### src/rtl/dvp_tx_if.sv
// Pixel stream (valid/ready RGB565) and DVP camera bus bundled for dvp_tx.
// master is the pixel source / bus observer; slave is the transmitter.
interface dvp_tx_if;
   logic        pix_valid;
   logic [15:0] pix_data;
   logic        pix_ready;
   logic        cmos_vsync;
   logic        cmos_href;
   logic [7:0]  cmos_data;

   modport master (
      output pix_valid, pix_data,
      input  pix_ready, cmos_vsync, cmos_href, cmos_data
   );

   modport slave (
      input  pix_valid, pix_data,
      output pix_ready, cmos_vsync, cmos_href, cmos_data
   );
endinterface

### src/rtl/dvp_tx.sv
// DVP (OV5640-style) transmitter: RGB565 stream in, 8-bit vsync/href/data bus out,
// high byte first, with programmable line and frame blanking.
module dvp_tx #(
   parameter int H_ACTIVE = 640,
   parameter int H_BLANK  = 288,
   parameter int V_ACTIVE = 480,
   parameter int VS_LINES = 4,
   parameter int V_BACK   = 16,
   parameter int V_FRONT  = 8
) (
   input  logic     pclk_i,
   input  logic     rst_i,
   input  logic     en_i,
   dvp_tx_if.slave  bus,
   output logic     frame_done_o,
   output logic     underrun_o
);

   function automatic int max2(input int a, input int b);
      return (a > b) ? a : b;
   endfunction

   localparam int LINE_LEN = 2*H_ACTIVE + H_BLANK;
   localparam int HW       = $clog2(LINE_LEN);
   localparam int MAXL     = max2(max2(VS_LINES, V_BACK), max2(V_ACTIVE, V_FRONT));
   localparam int VW       = $clog2(MAXL + 1);

   localparam logic [HW-1:0] H_LAST    = HW'(LINE_LEN - 1);
   localparam logic [HW-1:0] H_ACT_END = HW'(2*H_ACTIVE);
   localparam logic [VW-1:0] VS_LAST   = VW'(VS_LINES - 1);
   localparam logic [VW-1:0] VB_LAST   = VW'(V_BACK - 1);
   localparam logic [VW-1:0] VA_LAST   = VW'(V_ACTIVE - 1);
   localparam logic [VW-1:0] VF_LAST   = VW'(V_FRONT - 1);
   localparam bit            HAS_BACK  = (V_BACK > 0);
   localparam bit            HAS_FRONT = (V_FRONT > 0);

   localparam logic [2:0] S_IDLE   = 3'd0;
   localparam logic [2:0] S_VSYNC  = 3'd1;
   localparam logic [2:0] S_VBACK  = 3'd2;
   localparam logic [2:0] S_ACTIVE = 3'd3;
   localparam logic [2:0] S_VFRONT = 3'd4;

   logic [2:0]    state;
   logic [2:0]    next_state;
   logic [HW-1:0] h;
   logic [VW-1:0] v;
   logic          line_last;
   logic          active_byte;
   logic          frame_end;
   logic          frame_end_q;
   logic [7:0]    lo_byte;

   always_comb begin
      line_last  = 1'b0;
      next_state = S_IDLE;
      case (state)
         S_VSYNC: begin
            line_last  = (v == VS_LAST);
            next_state = HAS_BACK ? S_VBACK : S_ACTIVE;
         end
         S_VBACK: begin
            line_last  = (v == VB_LAST);
            next_state = S_ACTIVE;
         end
         S_ACTIVE: begin
            line_last  = (v == VA_LAST);
            next_state = HAS_FRONT ? S_VFRONT : (en_i ? S_VSYNC : S_IDLE);
         end
         S_VFRONT: begin
            line_last  = (v == VF_LAST);
            next_state = en_i ? S_VSYNC : S_IDLE;
         end
         default: begin
            line_last  = 1'b0;
            next_state = S_IDLE;
         end
      endcase
   end

   // Counter-domain view of the current byte slot; the bus registers lag it by one cycle.
   always_comb begin
      active_byte   = (state == S_ACTIVE) && (h < H_ACT_END);
      frame_end     = (h == H_LAST) && line_last &&
                      ((state == S_VFRONT) || ((state == S_ACTIVE) && !HAS_FRONT));
      bus.pix_ready = !rst_i && active_byte && !h[0];
   end

   always_ff @(posedge pclk_i) begin
      if (rst_i) begin
         state          <= S_IDLE;
         h              <= '0;
         v              <= '0;
         lo_byte        <= '0;
         frame_end_q    <= 1'b0;
         frame_done_o   <= 1'b0;
         underrun_o     <= 1'b0;
         bus.cmos_vsync <= 1'b0;
         bus.cmos_href  <= 1'b0;
         bus.cmos_data  <= '0;
      end else begin
         bus.cmos_vsync <= (state == S_VSYNC);
         bus.cmos_href  <= active_byte;
         // Pulse lands on the first bus cycle after the last line, hence two stages.
         frame_end_q    <= frame_end;
         frame_done_o   <= frame_end_q;

         if (active_byte) begin
            if (!h[0]) begin
               bus.cmos_data <= bus.pix_valid ? bus.pix_data[15:8] : 8'h00;
               lo_byte       <= bus.pix_valid ? bus.pix_data[7:0]  : 8'h00;
            end else begin
               bus.cmos_data <= lo_byte;
            end
         end else begin
            bus.cmos_data <= '0;
         end

         if (bus.pix_ready && !bus.pix_valid) begin
            underrun_o <= 1'b1;
         end

         if (state == S_IDLE) begin
            h <= '0;
            v <= '0;
            if (en_i) begin
               state <= S_VSYNC;
            end
         end else if (h == H_LAST) begin
            h <= '0;
            if (line_last) begin
               v     <= '0;
               state <= next_state;
            end else begin
               v <= v + 1'b1;
            end
         end else begin
            h <= h + 1'b1;
         end
      end
   end

endmodule
### src/flat_wrapper.sv
// flat-port wrapper written by rule: the top's interface ports become plain ports
module dvp_tx_flat 
#(
   parameter int H_ACTIVE = 640,
   parameter int H_BLANK  = 288,
   parameter int V_ACTIVE = 480,
   parameter int VS_LINES = 4,
   parameter int V_BACK   = 16,
   parameter int V_FRONT  = 8
)
  (pclk_i, rst_i, en_i, frame_done_o, underrun_o, bus_pix_valid, bus_pix_data, bus_pix_ready, bus_cmos_vsync, bus_cmos_href, bus_cmos_data);
  dvp_tx_if bus_i ();
  input  logic pclk_i;
  input  logic rst_i;
  input  logic en_i;
  output logic frame_done_o;
  output logic underrun_o;
  input wire logic [$bits(bus_i.pix_valid)-1:0] bus_pix_valid;
  input wire logic [$bits(bus_i.pix_data)-1:0] bus_pix_data;
  output wire logic [$bits(bus_i.pix_ready)-1:0] bus_pix_ready;
  output wire logic [$bits(bus_i.cmos_vsync)-1:0] bus_cmos_vsync;
  output wire logic [$bits(bus_i.cmos_href)-1:0] bus_cmos_href;
  output wire logic [$bits(bus_i.cmos_data)-1:0] bus_cmos_data;
  assign bus_i.pix_valid = bus_pix_valid;
  assign bus_i.pix_data = bus_pix_data;
  assign bus_pix_ready = bus_i.pix_ready;
  assign bus_cmos_vsync = bus_i.cmos_vsync;
  assign bus_cmos_href = bus_i.cmos_href;
  assign bus_cmos_data = bus_i.cmos_data;
  dvp_tx #(.H_ACTIVE(H_ACTIVE), .H_BLANK(H_BLANK), .V_ACTIVE(V_ACTIVE), .VS_LINES(VS_LINES), .V_BACK(V_BACK), .V_FRONT(V_FRONT)) u_core (.pclk_i(pclk_i), .rst_i(rst_i), .en_i(en_i), .bus(bus_i), .frame_done_o(frame_done_o), .underrun_o(underrun_o));
endmodule
### config.mk
export PLATFORM = sky130hd
export DESIGN_NAME = dvp_tx_flat
export DESIGN_NICKNAME = d
export VERILOG_FILES = /design/src/rtl/dvp_tx_if.sv /design/src/rtl/dvp_tx.sv /design/src/flat_wrapper.sv
export SDC_FILE = /design/constraint.sdc
export NUM_CORES = 1
export LEC_CHECK = 0
export CAP_MARGIN = 20
export CORE_MARGIN = 2
export CORE_UTILIZATION = 56
export CTS_CLUSTER_DIAMETER = 120
export DETAILED_ROUTE_END_ITERATION = 8
export PLACE_DENSITY = 0.85
export SETUP_SLACK_MARGIN = 0.3
export SYNTH_ARGS = -nofsm -noshare
export SYNTH_HDL_FRONTEND = slang
export SYNTH_SLANG_ARGS = --single-unit
export TNS_END_PERCENT = 5
### constraint.sdc
create_clock -name pclk_i -period 3.9 [get_ports pclk_i]
set_input_delay 0.78 -clock pclk_i [delete_from_list [all_inputs] [get_ports pclk_i]]
set_output_delay 0.78 -clock pclk_i [all_outputs]
set_load 0.005 [all_outputs]
# Word level (Yosys, flattened, before mapping)
# Cells that the tools add are included.
[word_totals]
ff_bits = 44
inputBits = 20
output_inout_bits = 13
elab_cells = 53
[op_classes]
add_sub_neg = 2
n_lt_le_gt_ge = 1
n_eq_ne = 10
n_mux = 11
n_bitwise = 2
n_reduce_logical = 17
[op_table]
columns = ["operator", "n"]
rows = [
  ["$mux 8", 3],
  ["$mux 3", 4],
  ["$pmux 3 s4", 1],
  ["$add 11x1->11 const B", 1],
  ["$eq 11x11->1 const B", 1],
  ["$lt 11x11->1 const B", 1],
  ["$add 9x1->9 const B", 1],
  ["$eq 9x2->1 const B", 1],
  ["$eq 9x3->1 const B", 1],
  ["$eq 9x4->1 const B", 1],
  ["$eq 9x9->1 const B", 1],
  ["$mux 9", 1],
  ["$eq 3x2->1 const B", 2],
  ["$logic_and 1x1->1", 6],
  ["$pmux 1 s4", 1],
  ["$reduce_bool 2->1", 2],
  ["$reduce_or 2->1", 2],
  ["$eq 3x1->1 const B", 1],
  ["$eq 3x3->1 const B", 1],
  ["$logic_not 1->1", 3],
  ["$logic_not 3->1", 1],
  ["$reduce_and 3->1", 1],
  ["$reduce_or 3->1", 1],
  ["$ne 2x2->1 const B", 1],
  ["other kinds (3)", 4],
]

# Depth between registers and ports, before layout
# Gate-level depths: netlist of the first run.
[depth]
ltp_word = 5
mapped_depth = 7
ltp_nobuf = 6

# Worst setup path after synthesis of the first run
# No wires, ideal clock.
[synth_timing]
path_type = "input port to output port"
startpoint = "input rst_i"
endpoint = "output bus_pix_ready"
arrival_time_ps = 1392
required_time_ps = 3120
path_slack_ps = 1728
cell_stages = 3
n_path_buf = 2
path_cell_list = "clkbuf_1 > clkbuf_1 > nor2_1"
[synth_between]
elab_chain_cells = 3
[synth_lines]
columns = ["item", "line_no", "source"]
rows = [
  ["from (decl)", "flat_wrapper.sv:14", "input logic rst_i;"],
  ["$logic_not 1->1", "dvp_tx.sv:85", "bus.pix_ready = !rst_i && active_byte && !h[0];"],
  ["$logic_and 1x1->1 (2 in series)", "dvp_tx.sv:85", ""],
  ["to (decl)", "flat_wrapper.sv:20", "output wire logic [$bits(bus_i.pix_ready)-1:0] bus_pix_ready;"],
]
# No other way between the ends.

# Final worst setup path of the first run
[layout_timing]
startpoint = "register u_core.state[1]"
endpoint = "output bus_pix_ready"
[layout_between]
elab_chain_cells = 4
[layout_lines]
columns = ["item", "line_no", "source"]
rows = [
  ["from (decl)", "dvp_tx.sv:43", "logic [2:0] state;"],
  ["from (signal assigned)", "dvp_tx.sv:132", "state <= next_state;"],
  ["$eq 3x2->1", "dvp_tx.sv:82", "active_byte = (state == S_ACTIVE) && (h < H_ACT_END);"],
  ["$logic_and 1x1->1", "dvp_tx.sv:82", ""],
  ["$logic_and 1x1->1 (2 in series)", "dvp_tx.sv:85", ""],
]
# No other way between the ends.

==> flow_metrics.py, run 1 <==
metrics = {
    "outcome": {
        "status": "complete, no violations",
    },
    "pwr": {
        "p_leak_nw": 0.7481,
        "combinationalPowerShare_pct": 5.9,
        "vdd_drop_max_mv": 0.2921,
        "power_frac_seq_pct": 62.8,
        "power.switching_mw": 0.1627,
        "p_int_mw": 0.5622,
        "p_clk_share_pct": 31.3,
        "swShare_pct": 22.44,
        "p_per_area_mw_per_mm2": 314.4,
    },
    "synthesis": {
        "synth_seq_area_share_pct": 46.29,
        "synth_seq_cells": 44,
        "async_flop_share_pct": 0,
        "ys_warn_count": 0,
        "yosysUniqueCellTypes": 48,
        "synth_area_mm2": 0.001903,
        "synth_edf_count": 0,
        "syn-instance-count": 220,
        "synthFlopType": "dfxtp_1",
        "avgSynthCellArea_um2": 8.650,
        "syn_nets": 242,
    },
    "die": {
        "die_h_um": 62.30,
        "rows": 21,
        "chipWidth_um": 62.30,
        "die_area_mm2": 0.003881,
        "ios": 33,
        "core_area_mm2": 0.003311,
        "start_util_pct": 57.48,
    },
    "drt": {
        "wl_per_cell_um": 13.35,
        "postRouteAntennaNets": 0,
        "viasPerCell": 5.541,
        "vias": 1640,
        "wl_met3_um": 216,
        "met2_length_um": 1750,
        "finalWirelength_um": 3953,
        "met1Wirelength_um": 1889,
        "drt_first_pass_iters": 4,
        "routed.top_layer": "met4",
        "drc_errors": 0,
        "dr.first_iter.drc_count": 127,
    },
    "layout": {
        "nets": 271,
        "fin_cells": 296,
        "num_antenna_cells": 0,
        "drive_gt1_share_pct": 10.00,
        "area_growth_pct": 21.17,
    },
    "timing": {
        "setup_violations": 0,
        "rsz0062_at_grt": "no",
        "fmax_mhz": 331.7,
        "finalHoldViolCount": 0,
        "skew_ns": 0.01846,
        "max_slew_margin_pct": 48.63,
        "period_minus_slack_ns": 3.015,
        "worst_slew_pin_slew_ns": 0.7672,
        "final.period_utilization_pct": 77.30,
        "setup_tns_ns": 0,
        "slew_violations": 0,
    },
    "global_route": {
        "track_usage_pct": 22.55,
        "grt_overflow": 0,
        "grt_first_pass_wirelength_um": 7017,
        "grt_start_max_net_pins": 18,
        "antenna_found_initial": 0,
        "first_global_vias": 1560,
    },
    "setup_path": {
        "critPathMaxFanout": 10,
        "cp-end-kind": "primary output",
        "critPathLaunchType": "flip-flop",
        "crit_arrival_ns": 2.23,
        "reg2reg_slack_ns": 1.38,
        "criticalPathCategory": "flip-flop to primary output",
        "worstPathRequired_ns": 3.12,
    },
    "cts": {
        "cts_buffers": 5,
        "cts_tree": "yes",
        "cts_root_buf": "clkbuf_4",
        "cts.path.max_buffers": 2,
        "clk_pin_slew_ns": 0.12,
        "ctsResizeCount": 0,
        "clock_latency_ns": 0.36,
        "cts-hold-fix-buffers": 0,
        "htree_levels": 2,
        "cts_sinks": 44,
        "post_cts_buffers": 0,
    },
    "place": {
        "gp_congestion": 0.8089,
        "dp_hpwl_um": 2723,
        "placed_cells": 288,
        "port_buffers": 32,
    },
    "job": {
        "max_cap_viol_count": 0,
    },
    "min_path": {
        "hold_class": "flip-flop to flip-flop",
    },
}
==> metrics by stage <==
| stage | hold slack (ns) | setup slack (ns) | area (µm²) | util (%) | power, mW |
|---|---|---|---|---|---|
| floorplan | 0.4138 | 1.728 | 1903 | - | 0.4829 |
| global placement | 0.4204 | 1.219 | 2245 | 67.80 | 0.5069 |
| detailed placement | 0.4310 | 1.231 | 2245 | 67.80 | 0.5075 |
| CTS | 0.4590 | 0.8802 | 2306 | 69.65 | 0.7282 |
| global route | 0.4767 | 0.7514 | 2306 | 69.65 | 0.7566 |
| finish | 0.4568 | 0.8853 | 2306 | 69.65 | 0.7249 |
==> sequential cells by signal, summed over array words and instances (netlist names) <==
signal and count:
u_core.frame_done_o 1, u_core.v 9, u_core.state 3, u_core.lo_byte 8
u_core.frame_end_q 1, u_core.underrun_o 1, u_core.bus.cmos_data 8, u_core.bus.cmos_href 1
u_core.h 11, u_core.bus.cmos_vsync 1
==> cell type report <==
| type | count | area [µm²] |
|---|---|---|
| clock inverter | 2 | 10.01 |
| tap | 46 | 57.56 |
| fill | 262 | 1005 |
| multi-input combinational | 162 | 967.2 |
| clock buffer | 6 | 51.30 |
| sequential | 44 | 880.8 |
| timing repair buffer | 33 | 327.8 |
| inverter | 3 | 11.26 |
==> synthesized netlist by cell type (all sizes together), types with 2 or more instances <==
library cell  instances  share of area (%)
dfxtp                44                 46
nor2                 28                5.5
nand2                23                4.5
nand3                19                5.3
a21oi                18                4.7
a22oi                 8                3.2
clkbuf                8                1.6
nor3                  7                2.1
o21ai                 5                1.3
or2                   5                1.6
a31oi                 4                1.3
xor2                  4                1.8
buf                   3               0.72
inv                   3               0.59
nand4                 3               0.99
nor2b                 3               0.99
or3                   3               0.99
xnor2                 3                1.4
and3                  2               0.72
ha                    2                1.3
mux2i                 2                1.1
nand2b                2               0.66
nor4                  2                1.8
o2111ai               2                1.2
o211ai                2               0.79
or3b                  2               0.92
or4                   2               0.99
or4b                  2                1.2
==> critical path, stage by stage (launching register included) <==
cell	delay (ns)
dfxtp_1	0.46
and3b_1	0.28
nand2_1	0.09
or2_2	0.38
nor2_1	0.15
clkdlybuf4s50_1	0.52
==> cells by family after synthesis <==
family,count (synthesis),synth area share (%)
and+or+nand+nor,107,30.05
DFF,44,46.29
AOI/OAI and AO/OA,43,14.60
buffers and inverters,14,2.893
xor gates and xnor gates,7,3.222
adders and majority gates,3,1.906
muxes,2,1.052
==> path summary, 6_finish.rpt <==
kind / depth (start not counted) / to / from
worst max-delay path: 5 / bus_pix_ready / u_core.state[1]
worst min-delay path: 1 / u_core.frame_done_o / u_core.frame_end_q
worst max register to register: 6 / u_core.state[0] / u_core.h[0]
worst min register to register: 1 / u_core.frame_done_o / u_core.frame_end_q
==> placed cells by master (no fill, tap or decap), types with 2 or more instances in the layout <==
cell and instances:
a22oi_1 8, xnor2_1 3, ha_1 2, nand2b_1 2, inv_1 3, a21oi_1 18, a31oi_1 4, dfxtp_1 44
nand4_1 3, nor3_1 6, clkdlybuf4s50_1 32, or3_1 3, xor2_1 4, nor2_1 28, o21ai_1 2, nand2_1 23
mux2i_1 2, o21ai_0 3, o211ai_1 2, clkbuf_4 5, nor2b_1 3, or2_2 4, clkinv_2 2, nand3_1 18
==> power by group through the flow <==
stage | registers, mW | clock network (mW) | logic [mW]
finish | 0.455 | 0.227 | 0.0425
global route | 0.456 | 0.254 | 0.0467
CTS | 0.455 | 0.230 | 0.0425
detailed placement | 0.465 | 0 | 0.0423
global placement | 0.465 | 0 | 0.0418
floorplan | 0.463 | 0 | 0.0196
==> layer usage <==
| metal | vias up | track usage [%] |
|---|---|---|
| li1 | 844 | - |
| met5 | - | 0 |
| met4 | 0 | 10.00 |
| met2 | 49 | 34.92 |
| met3 | 10 | 5.978 |
| met1 | 737 | 29.71 |
Power figures use the tool's default switching activity.
==> run 2: changes to the inputs <==
--- a/config.mk
+++ b/config.mk
@@ -7,10 +7,10 @@
 export LEC_CHECK = 0
 export CAP_MARGIN = 20
 export CORE_MARGIN = 2
-export CORE_UTILIZATION = 56
+export CORE_UTILIZATION = 47
 export CTS_CLUSTER_DIAMETER = 120
 export DETAILED_ROUTE_END_ITERATION = 8
-export PLACE_DENSITY = 0.85
+export PLACE_DENSITY = 0.76
 export SETUP_SLACK_MARGIN = 0.3
 export SYNTH_ARGS = -nofsm -noshare
 export SYNTH_HDL_FRONTEND = slang
==> constraint.sdc (replaced) <==
create_clock -name pclk_i -period 2.6 [get_ports pclk_i]
set_input_delay 0.52 -clock pclk_i [delete_from_list [all_inputs] [get_ports pclk_i]]
set_output_delay 0.52 -clock pclk_i [all_outputs]
set_load 0.005 [all_outputs]
==> run 2 against run 1 <==
Net effect: global-route usage is 4.2 points lower; non-clock buffer count is 4 higher; final area rose by 3.8%; final cell count increased by 2.7%; flip-flop and latch count is the same; clock-buffer cell count stayed put; worst setup slack lost 0.44 ns; die area up 18%; worst hold slack worse by 0.0040 ns; highest routed layer unchanged; first-iteration DRC count grew 8.7%; sequential power grew 49%.
==> flow_metrics.py, run 2 (synthesis gave the netlist of run 1 again) <==
metrics = {
    "outcome": {
        "status": "complete, no violations",
    },
    "setup_path": {
        "critPathLaunchType": "flip-flop",
        "path_buf_inv": 0,
        "worstPathRequired_ns": 2.81,
        "crit_family": "adder cells",
        "cpPeakStageDelay_ns": 0.42,
        "criticalPathCategory": "flip-flop to flip-flop",
        "crit_slowest_cell": "nor4_4",
        "path_cells": "ha_1 -> nand3_2 -> nor4_4 -> o2111ai_2 -> maj3_2 -> a211oi_2",
        "critPathMaxFanout": 5,
        "rr_worst_depth": 6,
        "cp_num_cells": 6,
        "crit_arrival_ns": 2.36,
        "cp-end-kind": "flip-flop",
    },
    "global_route": {
        "grt_start_max_net_pins": 15,
        "antenna_found_initial": 0,
        "first_global_vias": 1391,
        "grt_overflow": 0,
        "grt_first_pass_wirelength_um": 6334,
        "track_usage_pct": 18.39,
    },
    "drt": {
        "drc_errors": 0,
        "viasPerCell": 5.447,
        "vias": 1656,
        "postRouteAntennaNets": 0,
        "wl_per_cell_um": 12.87,
        "drt_first_pass_iters": 5,
        "dr.first_iter.drc_count": 138,
        "finalWirelength_um": 3912,
    },
    "layout": {
        "nets": 275,
        "area_growth_pct": 25.77,
        "drive_gt1_share_pct": 12.60,
        "fin_util_pct": 60.71,
        "final_common_cell": "dfxtp_1",
        "reg_top3": "u_core.h x11, u_core.v x9",
        "mostFrequentLayoutCells": "dfxtp_1, clkdlybuf4s50_1, nor2_1, nand2_1",
        "top_register": "u_core.h",
        "largest_register_ffs": 11,
        "num_antenna_cells": 0,
    },
    "timing": {
        "holdWs_ns": 0.4528,
        "worst_slew_pin_slew_ns": 0.7679,
        "setup_tns_ns": 0,
        "rsz0062_at_grt": "no",
        "period_minus_slack_ns": 2.152,
        "max_slew_margin_pct": 48.58,
        "final.period_utilization_pct": 82.76,
        "fmax_mhz": 464.7,
        "finalHoldViolCount": 0,
        "skew_ns": 0.006327,
        "slew_violations": 0,
        "setup_violations": 0,
    },
    "pwr": {
        "power_mw": 1.258,
        "p_per_area_mw_per_mm2": 525.4,
        "p_leak_nw": 0.7934,
        "vdd_drop_max_mv": 0.2392,
    },
    "cts": {
        "htree_levels": 2,
        "cts_buffers": 5,
        "cts-hold-fix-buffers": 0,
        "cts_root_buf": "clkbuf_8",
        "clock_latency_ns": 0.30,
        "clk_pin_slew_ns": 0.07,
        "cts_tree": "yes",
        "cts.path.max_buffers": 2,
        "cts_sinks": 44,
    },
    "min_path": {
        "hold_path_depth": 1,
        "hold_class": "flip-flop to flip-flop",
    },
    "die": {
        "chipWidth_um": 67.63,
        "core_area_mm2": 0.003943,
        "die_h_um": 67.63,
        "die_area_mm2": 0.004574,
        "start_util_pct": 48.27,
        "ios": 33,
        "rows": 23,
    },
    "place": {
        "port_buffers": 32,
        "dp_hpwl_um": 2771,
        "gp_congestion": 0.8213,
    },
    "job": {
        "max_cap_viol_count": 0,
    },
}
==> run 2: cell types whose count changed in the layout (fill, tap and decap cells not counted), sizes merged <==
cell           before  now
buf                 1    5
bufinv              0    1
clkdlybuf4s50      32   31
clkinv              2    1
dlygate4sd2         0    1
==> run 2: area by class of cell <==
| cell class | count | area [µm²] |
|---|---|---|
| fillers | 334 | 1549 |
| inverters | 3 | 11.26 |
| clock inverters | 2 | 35.03 |
| clock buffers | 6 | 72.57 |
| repair buffers | 37 | 356.6 |
| multi-input cells | 162 | 970.9 |
| flip-flops and latches | 44 | 884.6 |
| well taps | 50 | 62.56 |
==> run 2: what timing repair did <==
item	CTS	global route
setup endpoints to repair	1	0
setup buffers	1	0
gates resized for setup	6	0
hold endpoints to repair	0	0
==> run 2: path summary, 6_finish.rpt <==
| path | start | end | slack (ns) |
|---|---|---|---|
| setup reg to reg | u_core.h[1] | u_core.state[0] | 0.45 |
| setup / recovery | u_core.h[1] | u_core.state[0] | 0.45 |
| hold reg to reg | u_core.frame_end_q | u_core.frame_done_o | 0.45 |
| hold / removal | u_core.frame_end_q | u_core.frame_done_o | 0.45 |
==> run 2: stage by stage <==
step	setup WS [ns]	cells	area (µm²)
after floorplan	0.6744	220	1903
after global placement	0.3423	295	2272
after detailed placement	0.2971	295	2272
after CTS	0.4508	304	2394
after global routing	0.3053	304	2394
final	0.4482	304	2394
==> run 2: where the power goes <==
part	internal, mW	total [mW]	leakage, nW	switching (mW)
clock network	0.285	0.508	0.0552	0.223
logic	0.0404	0.0708	0.382	0.0304
registers	0.677	0.679	0.356	0.00267
==> run 2: metal layers <==
layer  vias to the layer above  global-route usage (%)  wire (µm)
met5                         -                       0          0
met1                       776                   24.85       2001
met4                         0                   7.908         69
li1                        841                       -          -
met3                         7                   5.000        157
met2                        32                   27.33       1683
==> run 3: changes to the inputs <==
--- a/config.mk
+++ b/config.mk
@@ -7,10 +7,10 @@
 export LEC_CHECK = 0
 export CAP_MARGIN = 20
 export CORE_MARGIN = 2
-export CORE_UTILIZATION = 47
+export CORE_UTILIZATION = 52
 export CTS_CLUSTER_DIAMETER = 120
 export DETAILED_ROUTE_END_ITERATION = 8
-export PLACE_DENSITY = 0.76
+export PLACE_DENSITY = 0.8
 export SETUP_SLACK_MARGIN = 0.3
 export SYNTH_ARGS = -nofsm -noshare
 export SYNTH_HDL_FRONTEND = slang
==> constraint.sdc (replaced) <==
create_clock -name pclk_i -period 2.1 [get_ports pclk_i]
set_input_delay 0.42 -clock pclk_i [delete_from_list [all_inputs] [get_ports pclk_i]]
set_output_delay 0.42 -clock pclk_i [all_outputs]
set_load 0.005 [all_outputs]
==> run 3 against run 2 <==
Net effect: power is 16% higher; worst hold slack better by 0.0057 ns; non-clock buffer count is 20 higher; flip-flop and latch count stayed put; critical path depth is 2 higher; die area is 9.1% lower; critical path type unchanged; critical endpoint is now u_core.v[7]; largest power group unchanged.
==> flow_metrics.py, run 3 (synthesis gave the netlist of run 1 again) <==
metrics = {
    "timing": {
        "setup_violations": 0,
        "setup_ws_ns": 0.06426,
        "fmax_mhz": 491.2,
        "rsz0062_at_grt": "yes",
        "max_slew_margin_pct": 65.13,
        "skew_ns": 0.008289,
        "worst_slew_pin_slew_ns": 0.5211,
        "setup_tns_ns": 0,
        "period_minus_slack_ns": 2.036,
        "finalHoldViolCount": 0,
        "final.period_utilization_pct": 96.94,
        "slew_violations": 0,
    },
    "global_route": {
        "grt_overflow": 0,
        "track_usage_pct": 23.82,
        "first_global_vias": 1687,
        "grt_first_pass_wirelength_um": 7886,
        "grt_start_max_net_pins": 17,
        "antenna_found_initial": 0,
    },
    "cts": {
        "cts_root_buf": "clkbuf_4",
        "cts-hold-fix-buffers": 0,
        "cts_tree": "yes",
        "cts_buffers": 5,
        "htree_levels": 2,
        "clk_pin_slew_ns": 0.13,
        "clock_latency_ns": 0.35,
        "cts_sinks": 44,
        "cts.path.max_buffers": 2,
    },
    "layout": {
        "top_register": "u_core.h",
        "final_common_cell": "dfxtp_1",
        "fin_util_pct": 74.36,
        "num_antenna_cells": 0,
        "mostFrequentLayoutCells": "dfxtp_1, clkdlybuf4s50_1, nor2_1, buf_4, nand2_1",
        "fillers": 246,
        "largest_register_ffs": 11,
        "register_area_um2": 893.4,
        "reg_top3": "u_core.h x11, u_core.v x9",
        "fin_cells": 320,
        "area_growth_pct": 33.47,
        "nets": 295,
        "multi_input_area_um2": 994.7,
        "drive_gt1_share_pct": 21.17,
    },
    "setup_path": {
        "rr_worst_depth": 8,
        "cp-end-kind": "flip-flop",
        "critPathLaunchType": "flip-flop",
        "path_common_cell": "buf_4",
        "worstPathRequired_ns": 2.35,
        "crit_arrival_ns": 2.28,
        "criticalPathCategory": "flip-flop to flip-flop",
        "cpPeakStageDelay_ns": 0.54,
        "critPathMaxFanout": 10,
        "worstReg2RegEnd": "u_core.v[7]",
        "path_buf_inv": 3,
        "crit_family": "compound AO/OA/AOI/OAI gates",
        "path_cells": "buf_4 -> or4b_1 -> a21boi_2 -> buf_4 -> o211ai_1 -> buf_4 -> a31oi_1 -> a21oi_1",
        "rr_startpoint": "u_core.state[0]",
        "crit_slowest_cell": "or4b_1",
        "reg2reg_slack_ns": 0.06,
    },
    "drt": {
        "vias": 1766,
        "finalWirelength_um": 4595,
        "dr.first_iter.drc_count": 185,
        "drt_first_pass_iters": 4,
        "postRouteAntennaNets": 0,
        "drc_errors": 0,
        "wl_per_cell_um": 14.36,
        "viasPerCell": 5.519,
    },
    "place": {
        "dp_hpwl_um": 2887,
        "pre_cts_ws_ns": 0.07217,
        "port_buffers": 32,
        "gp_congestion": 0.8144,
        "placed_cells": 301,
    },
    "pwr": {
        "combinationalPowerShare_pct": 6.8,
        "p_int_mw": 1.144,
        "p_clk_share_pct": 35.5,
        "vdd_drop_max_mv": 0.5079,
        "power.switching_mw": 0.3107,
        "power_mw": 1.454,
        "p_leak_nw": 0.8785,
        "swShare_pct": 21.36,
        "power_frac_seq_pct": 57.7,
        "p_per_area_mw_per_mm2": 572.6,
    },
    "die": {
        "die_area_mm2": 0.004160,
        "ios": 33,
        "chipWidth_um": 64.50,
        "core_area_mm2": 0.003416,
        "rows": 21,
        "start_util_pct": 55.71,
        "die_h_um": 64.50,
    },
    "job": {
        "max_cap_viol_count": 0,
    },
    "min_path": {
        "holdCritStartpoint": "u_core.frame_end_q",
        "whs_endpoint": "u_core.frame_done_o",
        "hold_class": "flip-flop to flip-flop",
        "hold_path_depth": 1,
    },
    "outcome": {
        "status": "complete, no violations",
    },
}
==> run 3: changes by cell type in the layout (fill, tap and decap cells not counted), sizes merged <==
cell,change
buf,+20
clkbuf,+1
dlygate4sd2,-1
==> run 3: worst max path at each step <==
stage	cells past startpoint	slack, ns	start	endpoint
final	8	0.06	u_core.state[0]	u_core.v[7]
after global placement	5	0.13	u_core.state[1]	bus_pix_ready
after global routing	7	-0.04	u_core.state[0]	u_core.state[1]
after CTS	4	0.09	u_core.h[7]	u_core.v[6]
after detailed placement	5	0.07	u_core.state[1]	bus_pix_ready
after floorplan	6	0.17	u_core.h[0]	u_core.state[0]
==> run 3: metal layers <==
| layer | wire length (µm) | up-vias | GRT usage [%] |
|---|---|---|---|
| met1 | 2040 | 798 | 30.65 |
| met4 | 29 | 0 | 5.053 |
| met2 | 2224 | 79 | 40.49 |
| li1 | - | 883 | - |
| met5 | 0 | - | 0 |
| met3 | 300 | 6 | 6.076 |
==> run 3: repair_timing <==
item / in CTS / in global routing
hold endpoints to repair: 0 / 0
pin swaps: 5 / 3
gates resized for setup: 16 / 4
endpoints found under the setup margin: 22 / 23
buffers inserted: 9 / 2
==> run 3: area by class of cell <==
class	count	share of cell area, %
timing repair buffer	57	19.95
multi-input combinational	162	39.16
inverter	3	0.4433
tap	46	2.266
clock buffer	6	1.626
sequential	44	35.17
clock inverter	2	1.379
==> run 3: worst reg2reg max path: cells and delay by family (launching register included) <==
kind | cells | cell delay (ns)
compound gates | 4 | 0.55
flops | 1 | 0.36
buf+inv | 3 | 0.49
simple gates | 1 | 0.54
==> run 3: power by group through the flow <==
stage | clock network (mW) | registers, mW | logic, mW
3_3_place_gp | 0 | 0.860 | 0.0892
4_1_cts | 0.521 | 0.839 | 0.0938
3_5_place_dp | 0 | 0.861 | 0.0891
6_report | 0.516 | 0.839 | 0.0993
2_1_floorplan | 0 | 0.860 | 0.0365
5_1_grt | 0.559 | 0.840 | 0.107
==> run 3: per-stage QoR <==
stage | hold slack, ns | area (µm²)
4_1_cts | 0.4593 | 2520
3_5_place_dp | 0.4345 | 2342
6_report | 0.4585 | 2540
3_3_place_gp | 0.4204 | 2342
5_1_grt | 0.4909 | 2540
2_1_floorplan | 0.4138 | 1903
